**config.mk**
```make
export PLATFORM = sky130hd
export DESIGN_NAME = wbuf_merge_queue
export DESIGN_NICKNAME = d
export VERILOG_FILES = /design/src/rtl/wbuf_merge_queue.sv
export SDC_FILE = /design/constraint.sdc
export NUM_CORES = 2
export LEC_CHECK = 0
export CELL_PAD_IN_SITES_DETAIL_PLACEMENT = 0
export CELL_PAD_IN_SITES_GLOBAL_PLACEMENT = 1
export CORE_UTILIZATION = 30
export CTS_CLUSTER_SIZE = 20
export DETAILED_ROUTE_END_ITERATION = 10
export HOLD_SLACK_MARGIN = 0.03
export PLACE_DENSITY_LB_ADDON = 0.1
export SLEW_MARGIN = 20
export SYNTH_ARGS = -nofsm -noshare
export SYNTH_HDL_FRONTEND = slang
export SYNTH_SLANG_ARGS = --single-unit
```
**constraint.sdc**
```tcl
create_clock -name clk_i -period 7.7 [get_ports clk_i]
set_input_delay 1.54 -clock clk_i [delete_from_list [all_inputs] [get_ports clk_i]]
set_output_delay 1.54 -clock clk_i [all_outputs]
set_load 0.05 [all_outputs]
```
**src/rtl/wbuf_merge_queue.sv**
```systemverilog
// Write-combining store buffer: circular FIFO of word-tagged entries with
// youngest-entry byte merging, flush handshake and load hazard lookup.
module wbuf_merge_queue #(
    parameter int unsigned DEPTH      = 8,
    parameter int unsigned ADDR_WIDTH = 64,
    parameter int unsigned DATA_WIDTH = 64,
    parameter int unsigned MERGE_EN   = 1,
    parameter int unsigned BE_WIDTH   = DATA_WIDTH / 8
) (
    input  logic                          clk_i,
    input  logic                          rst_i,
    input  logic                          push_valid_i,
    output logic                          push_ready_o,
    input  logic [ADDR_WIDTH-1:0]         push_addr_i,
    input  logic [DATA_WIDTH-1:0]         push_data_i,
    input  logic [BE_WIDTH-1:0]           push_be_i,
    output logic                          drain_valid_o,
    input  logic                          drain_ready_i,
    output logic [ADDR_WIDTH-1:0]         drain_addr_o,
    output logic [DATA_WIDTH-1:0]         drain_data_o,
    output logic [BE_WIDTH-1:0]           drain_be_o,
    input  logic [ADDR_WIDTH-1:0]         chk_addr_i,
    input  logic [BE_WIDTH-1:0]           chk_be_i,
    output logic                          chk_hit_o,
    input  logic                          flush_i,
    output logic                          flush_done_o,
    output logic [$clog2(DEPTH+1)-1:0]    count_o,
    output logic                          empty_o
);

    localparam int unsigned PTR_W = $clog2(DEPTH);
    localparam int unsigned CNT_W = $clog2(DEPTH + 1);
    localparam int unsigned OFF_W = $clog2(BE_WIDTH);
    localparam int unsigned TAG_W = ADDR_WIDTH - OFF_W;

    logic [TAG_W-1:0]      tag_q  [DEPTH];
    logic [DATA_WIDTH-1:0] data_q [DEPTH];
    logic [BE_WIDTH-1:0]   be_q   [DEPTH];

    logic [PTR_W-1:0] head_q, tail_q, last_ptr;
    logic [CNT_W-1:0] count_q, count_nxt;
    logic             pend_q, pend_nxt, done_q, empty_q;
    logic [TAG_W-1:0] push_tag, chk_tag;
    logic             merge_hit, full, push_fire, has_be, alloc, merge, pop;
    logic             unused_addr_bits;

    assign push_tag = push_addr_i[ADDR_WIDTH-1:OFF_W];
    assign chk_tag  = chk_addr_i[ADDR_WIDTH-1:OFF_W];
    assign last_ptr = tail_q - PTR_W'(1);
    assign unused_addr_bits = ^{push_addr_i, chk_addr_i};

    // The head is excluded as a merge target by requiring at least two entries.
    assign merge_hit = (MERGE_EN != 0) && (count_q >= CNT_W'(2)) && (tag_q[last_ptr] == push_tag);
    assign full      = (count_q == CNT_W'(DEPTH));
    assign push_ready_o = !rst_i && !pend_q && (!full || merge_hit);

    assign push_fire = push_valid_i && push_ready_o;
    assign has_be    = |push_be_i;
    assign alloc     = push_fire && !merge_hit && has_be;
    assign merge     = push_fire && merge_hit && has_be;
    assign pop       = (count_q != '0) && drain_ready_i;

    assign count_nxt = count_q + CNT_W'(alloc) - CNT_W'(pop);
    assign pend_nxt  = (pend_q && count_q == '0) ? 1'b0 : (pend_q || flush_i);

    // Entry storage; contents are don't-care until allocated, so no reset.
    always_ff @(posedge clk_i) begin
        if (alloc) begin
            tag_q[tail_q]  <= push_tag;
            data_q[tail_q] <= push_data_i;
            be_q[tail_q]   <= push_be_i;
        end
        if (merge) begin
            for (int b = 0; b < int'(BE_WIDTH); b++) begin
                if (push_be_i[b]) begin
                    data_q[last_ptr][b*8 +: 8] <= push_data_i[b*8 +: 8];
                end
            end
            be_q[last_ptr] <= be_q[last_ptr] | push_be_i;
        end
    end

    always_ff @(posedge clk_i or posedge rst_i) begin
        if (rst_i) begin
            head_q  <= '0;
            tail_q  <= '0;
            count_q <= '0;
            pend_q  <= 1'b0;
            done_q  <= 1'b0;
            empty_q <= 1'b1;
        end else begin
            if (pop) begin
                head_q <= head_q + PTR_W'(1);
            end
            if (alloc) begin
                tail_q <= tail_q + PTR_W'(1);
            end
            count_q <= count_nxt;
            pend_q  <= pend_nxt;
            done_q  <= pend_nxt && (count_nxt == '0);
            empty_q <= (count_nxt == '0);
        end
    end

    assign drain_valid_o = (count_q != '0);
    assign drain_addr_o  = drain_valid_o ? (ADDR_WIDTH'(tag_q[head_q]) << OFF_W) : '0;
    assign drain_data_o  = drain_valid_o ? data_q[head_q] : '0;
    assign drain_be_o    = drain_valid_o ? be_q[head_q] : '0;
    assign flush_done_o  = done_q;
    assign count_o       = count_q;
    assign empty_o       = empty_q;

    // Load hazard lookup over occupied slots only (offset from head < count).
    always_comb begin
        logic [PTR_W-1:0] off;
        chk_hit_o = 1'b0;
        off       = '0;
        for (int i = 0; i < int'(DEPTH); i++) begin
            off = PTR_W'(i) - head_q;
            if ((CNT_W'(off) < count_q) && (tag_q[i] == chk_tag) && (|(be_q[i] & chk_be_i))) begin
                chk_hit_o = 1'b1;
            end
        end
    end

endmodule

```
==> results.md <==
- Status: finished, final reports clean
- WHS: 492 ps
- Reg2Reg Launch Point: tail_q[0]
- FMAX: 0.135 GHz
- Synth Register Bits: 1077
- Post-synth EDFFs: 1064
- Total number of vias: 33561
- Avg Cell Area, Syn: 15.9 um^2
- Flop2flop setup slack: 1090 ps
- WP depth: 13
- Pre-antenna DRT Iters: 5
- Async S/R FF share, synth: 0.0121
- Clock buffer depth: 3
- Final WS setup: 314 ps
- Post-synthesis compound-gate area fraction: 0.0360
- Tmin final: 7390 ps
- Largest net degree at the start of global routing: 102
- Fillers: 16527
- Synth area leader: edfxtp_1
- Crit start category: register
- Pleak: 20.5 nW
- Worst-margin pin slew: 1180 ps
- Critical path origin: tail_q[0]
- Setup TNS: 0 ps
- Share of cells above drive strength 1: 0.201
- Final WL: 222000 um
- Dpl cells: 5934
- Max-Cap Viols: 0
- Reg-to-Reg End: flush_done_o
- Row Count: 153
- H-tree depth: 4
- Most frequent cell after synthesis: edfxtp_1
- Commonest cells in the netlist: edfxtp_1, mux4_2, xnor2_1
- GR Util met2: 0.398
- GR peak layer: met2
- Cell Chain, Critical Path: clkinv_2, buf_4, buf_4, mux4_2, mux2i_1, o22ai_1, or4_1, nor4_1, buf_4, nand4_1, a21boi_0, buf_4, buf_12
- Pre-CTS WS: 841 ps
- Finished Cell Area: 64000 um^2
- Part of the Yosys area used for sequential elements: 0.612
- Register-to-Register Path Depth: 22
- Critical path class: reg -> out
- Mux cell area share after synthesis: 0.178
- Die W: 421 um
- Gate Count Post-Synth: 3322
- Die height: 421 um
- DP Area: 59800 um^2
- Met1 global-route usage: 0.333
- Via density: 5.44
- Layout area overhead: 21.4%
- # nets final: 3981
- Placer Congestion: 0.967
- Main combinational cell family by area after synthesis: multiplexers
- ANT nets after route: 0
- Buf/Inv on CP: 6
- CTS tree: yes
- CTS Root Cell: clkbuf_16
- Final hold violation count: 0
- Post-Synth XOR/XNOR Area: 0.0924
- First-iteration detailed-routing DRC count: 3352
- GRT overflow: 0
- Top_reg_cell synth: edfxtp_1
- Worst VDD drop: 0.258 mV
- Initial core utilization: 0.303
- Adder-Cell Fraction of Synth Area: 0.00560
- CP Max Fanout: 23
- Clk_lat worst skew: 810 ps
- Core Box Area: 174000 um^2
- Worst-path clk slew: 60 ps
- Final setup viols: 0
- Worst Clk Skew: 41.7 ps
- CTS hold repair buffers: 0
- Tot Pwr: 24.9 mW
- Tightest Hold Check Type: reg -> reg
- Cell mode on critical path: buf_4
- Fin crit share: 0.959
- Residual DRC: 0
- Worst endpoint required time: 6160 ps
- WL per Instance: 36.0 um
- Delay-heaviest family, CP: buffers and inverters
- Initial antenna violation count: 34
- Synth area leaders: edfxtp_1, mux4_2, xnor2_1, xor2_1, nand2_1
- Total CTS buffers: 131
- Met3 GRT Util: 0.0396
- Die ar.: 178000 um^2
- Slowest CP cell: dfrtp_4
- Pwr/cell area: 388 nW/um^2
- Simple-Gate Fraction of Synth Area: 0.0537
- Final core occ: 0.368
- RSZ-0062 raised after global routing: no
- Crit-path max cell delay: 620 ps
- Gr usage total: 0.246
- First-pass GRT wire length: 297000 um
- Post-synth cell types: 58
- Mapped cell area: 52800 um^2
- Synth top area share: 0.606
- Synth warnings: 0
- Max Slew Vio Count: 0
- Arr. time, crit path: 5850 ps
- Crit path to: push_ready_o
- Critical Path End Type: output port
- Number of clock sinks: 1077
- Slew HR: 0.207
- Post-Layout Cell Count: 6172
- Vias in the first global route: 33239
- DP Wirelength: 160000 um
- Port Buf Inserts: 348
- I/O Pins: 358
## state kept, by name, summed over array words and instances, names as in the netlist
register	count
empty_o	1
flush_done_o	1
count_o	4
tail_q	3
be_q	64
head_q	3
tag_q	488
pend_q	1
data_q	512
## final cells by class
cell class	count	area (um^2)	share of cell area
multi-input combinational	1960	19400	0.303
tap	2325	2910	0.0454
clock inverter	70	732	0.0114
clock buffer	162	3410	0.0533
inverter	48	205	0.00320
timing repair buffer	527	5100	0.0796
antenna	3	7.51	0.000117
sequential	1077	32300	0.504
## power by group
| group | internal [mW] | switching, mW |
|---|---|---|
| Combinational | 4.42 | 7.58 |
| Sequential | 6.58 | 0.277 |
| Clock | 3.40 | 2.62 |
| Total | 14.4 | 10.5 |
## what timing repair did
action | CTS | global route
setup buffers | 0 | 3
endpoints found under the setup margin | 0 | 1
gates resized for setup | 0 | 0
## placed cells by master (no fill, tap or decap), types with 12 or more instances in the layout
| cell | n |
|---|---|
| a21o_1 | 12 |
| a21oi_1 | 154 |
| a221oi_1 | 14 |
| a22oi_1 | 20 |
| buf_12 | 22 |
| buf_4 | 159 |
| clkbuf_1 | 29 |
| clkbuf_16 | 131 |
| clkdlybuf4s50_1 | 346 |
| clkinv_1 | 28 |
| clkinv_2 | 20 |
| edfxtp_1 | 1064 |
| ha_1 | 21 |
| inv_1 | 37 |
| mux2i_1 | 63 |
| mux4_2 | 389 |
| nand2_1 | 332 |
| nand3_1 | 36 |
| nand4_1 | 99 |
| nor2_1 | 24 |
| nor3_1 | 16 |
| nor4_1 | 67 |
| o21ai_0 | 38 |
| o21ai_1 | 29 |
| o22ai_1 | 13 |
| xnor2_1 | 335 |
| xor2_1 | 219 |
## worst register-to-register path: stages (launching register included)
cell and delay [ps]:
dfrtp_4 620, clkinv_2 220, buf_4 420, buf_4 620, mux4_2 630, mux2i_1 390
o22ai_1 170, or4_1 560, nor4_1 390, buf_4 220, nand4_1 260, buf_4 240
nand2_1 100, ha_1 240, inv_1 50, ha_1 150, inv_1 70, fa_1 410
xor2_1 140, inv_1 70, nor4_1 290, buf_4 190, and2_1 110
## worst min-delay path by stage
stage,slack (ps),cells past startpoint,endpoint,start
after CTS,490,1,pend_q,pend_q
after detailed placement,480,1,pend_q,pend_q
after floorplan,450,1,pend_q,pend_q
after global routing,500,1,pend_q,pend_q
final,490,1,pend_q,pend_q
after global placement,470,1,pend_q,pend_q
## per-layer routing
layer	vias up	wire length [um]	part of all wire
li1	13875	-	-
met3	285	14200	0.064
met5	-	57	0.00026
met1	17935	93700	0.42
met2	1456	106000	0.48
met4	10	8030	0.036
## kinds of logic after synthesis
logic type | after synthesis
compound gates | 322
xor+xnor | 556
fa+ha+maj | 23
buf+inv | 287
flops | 1077
mux | 453
other cells | 1
simple gates | 603
Power figures use the tool's default switching activity.
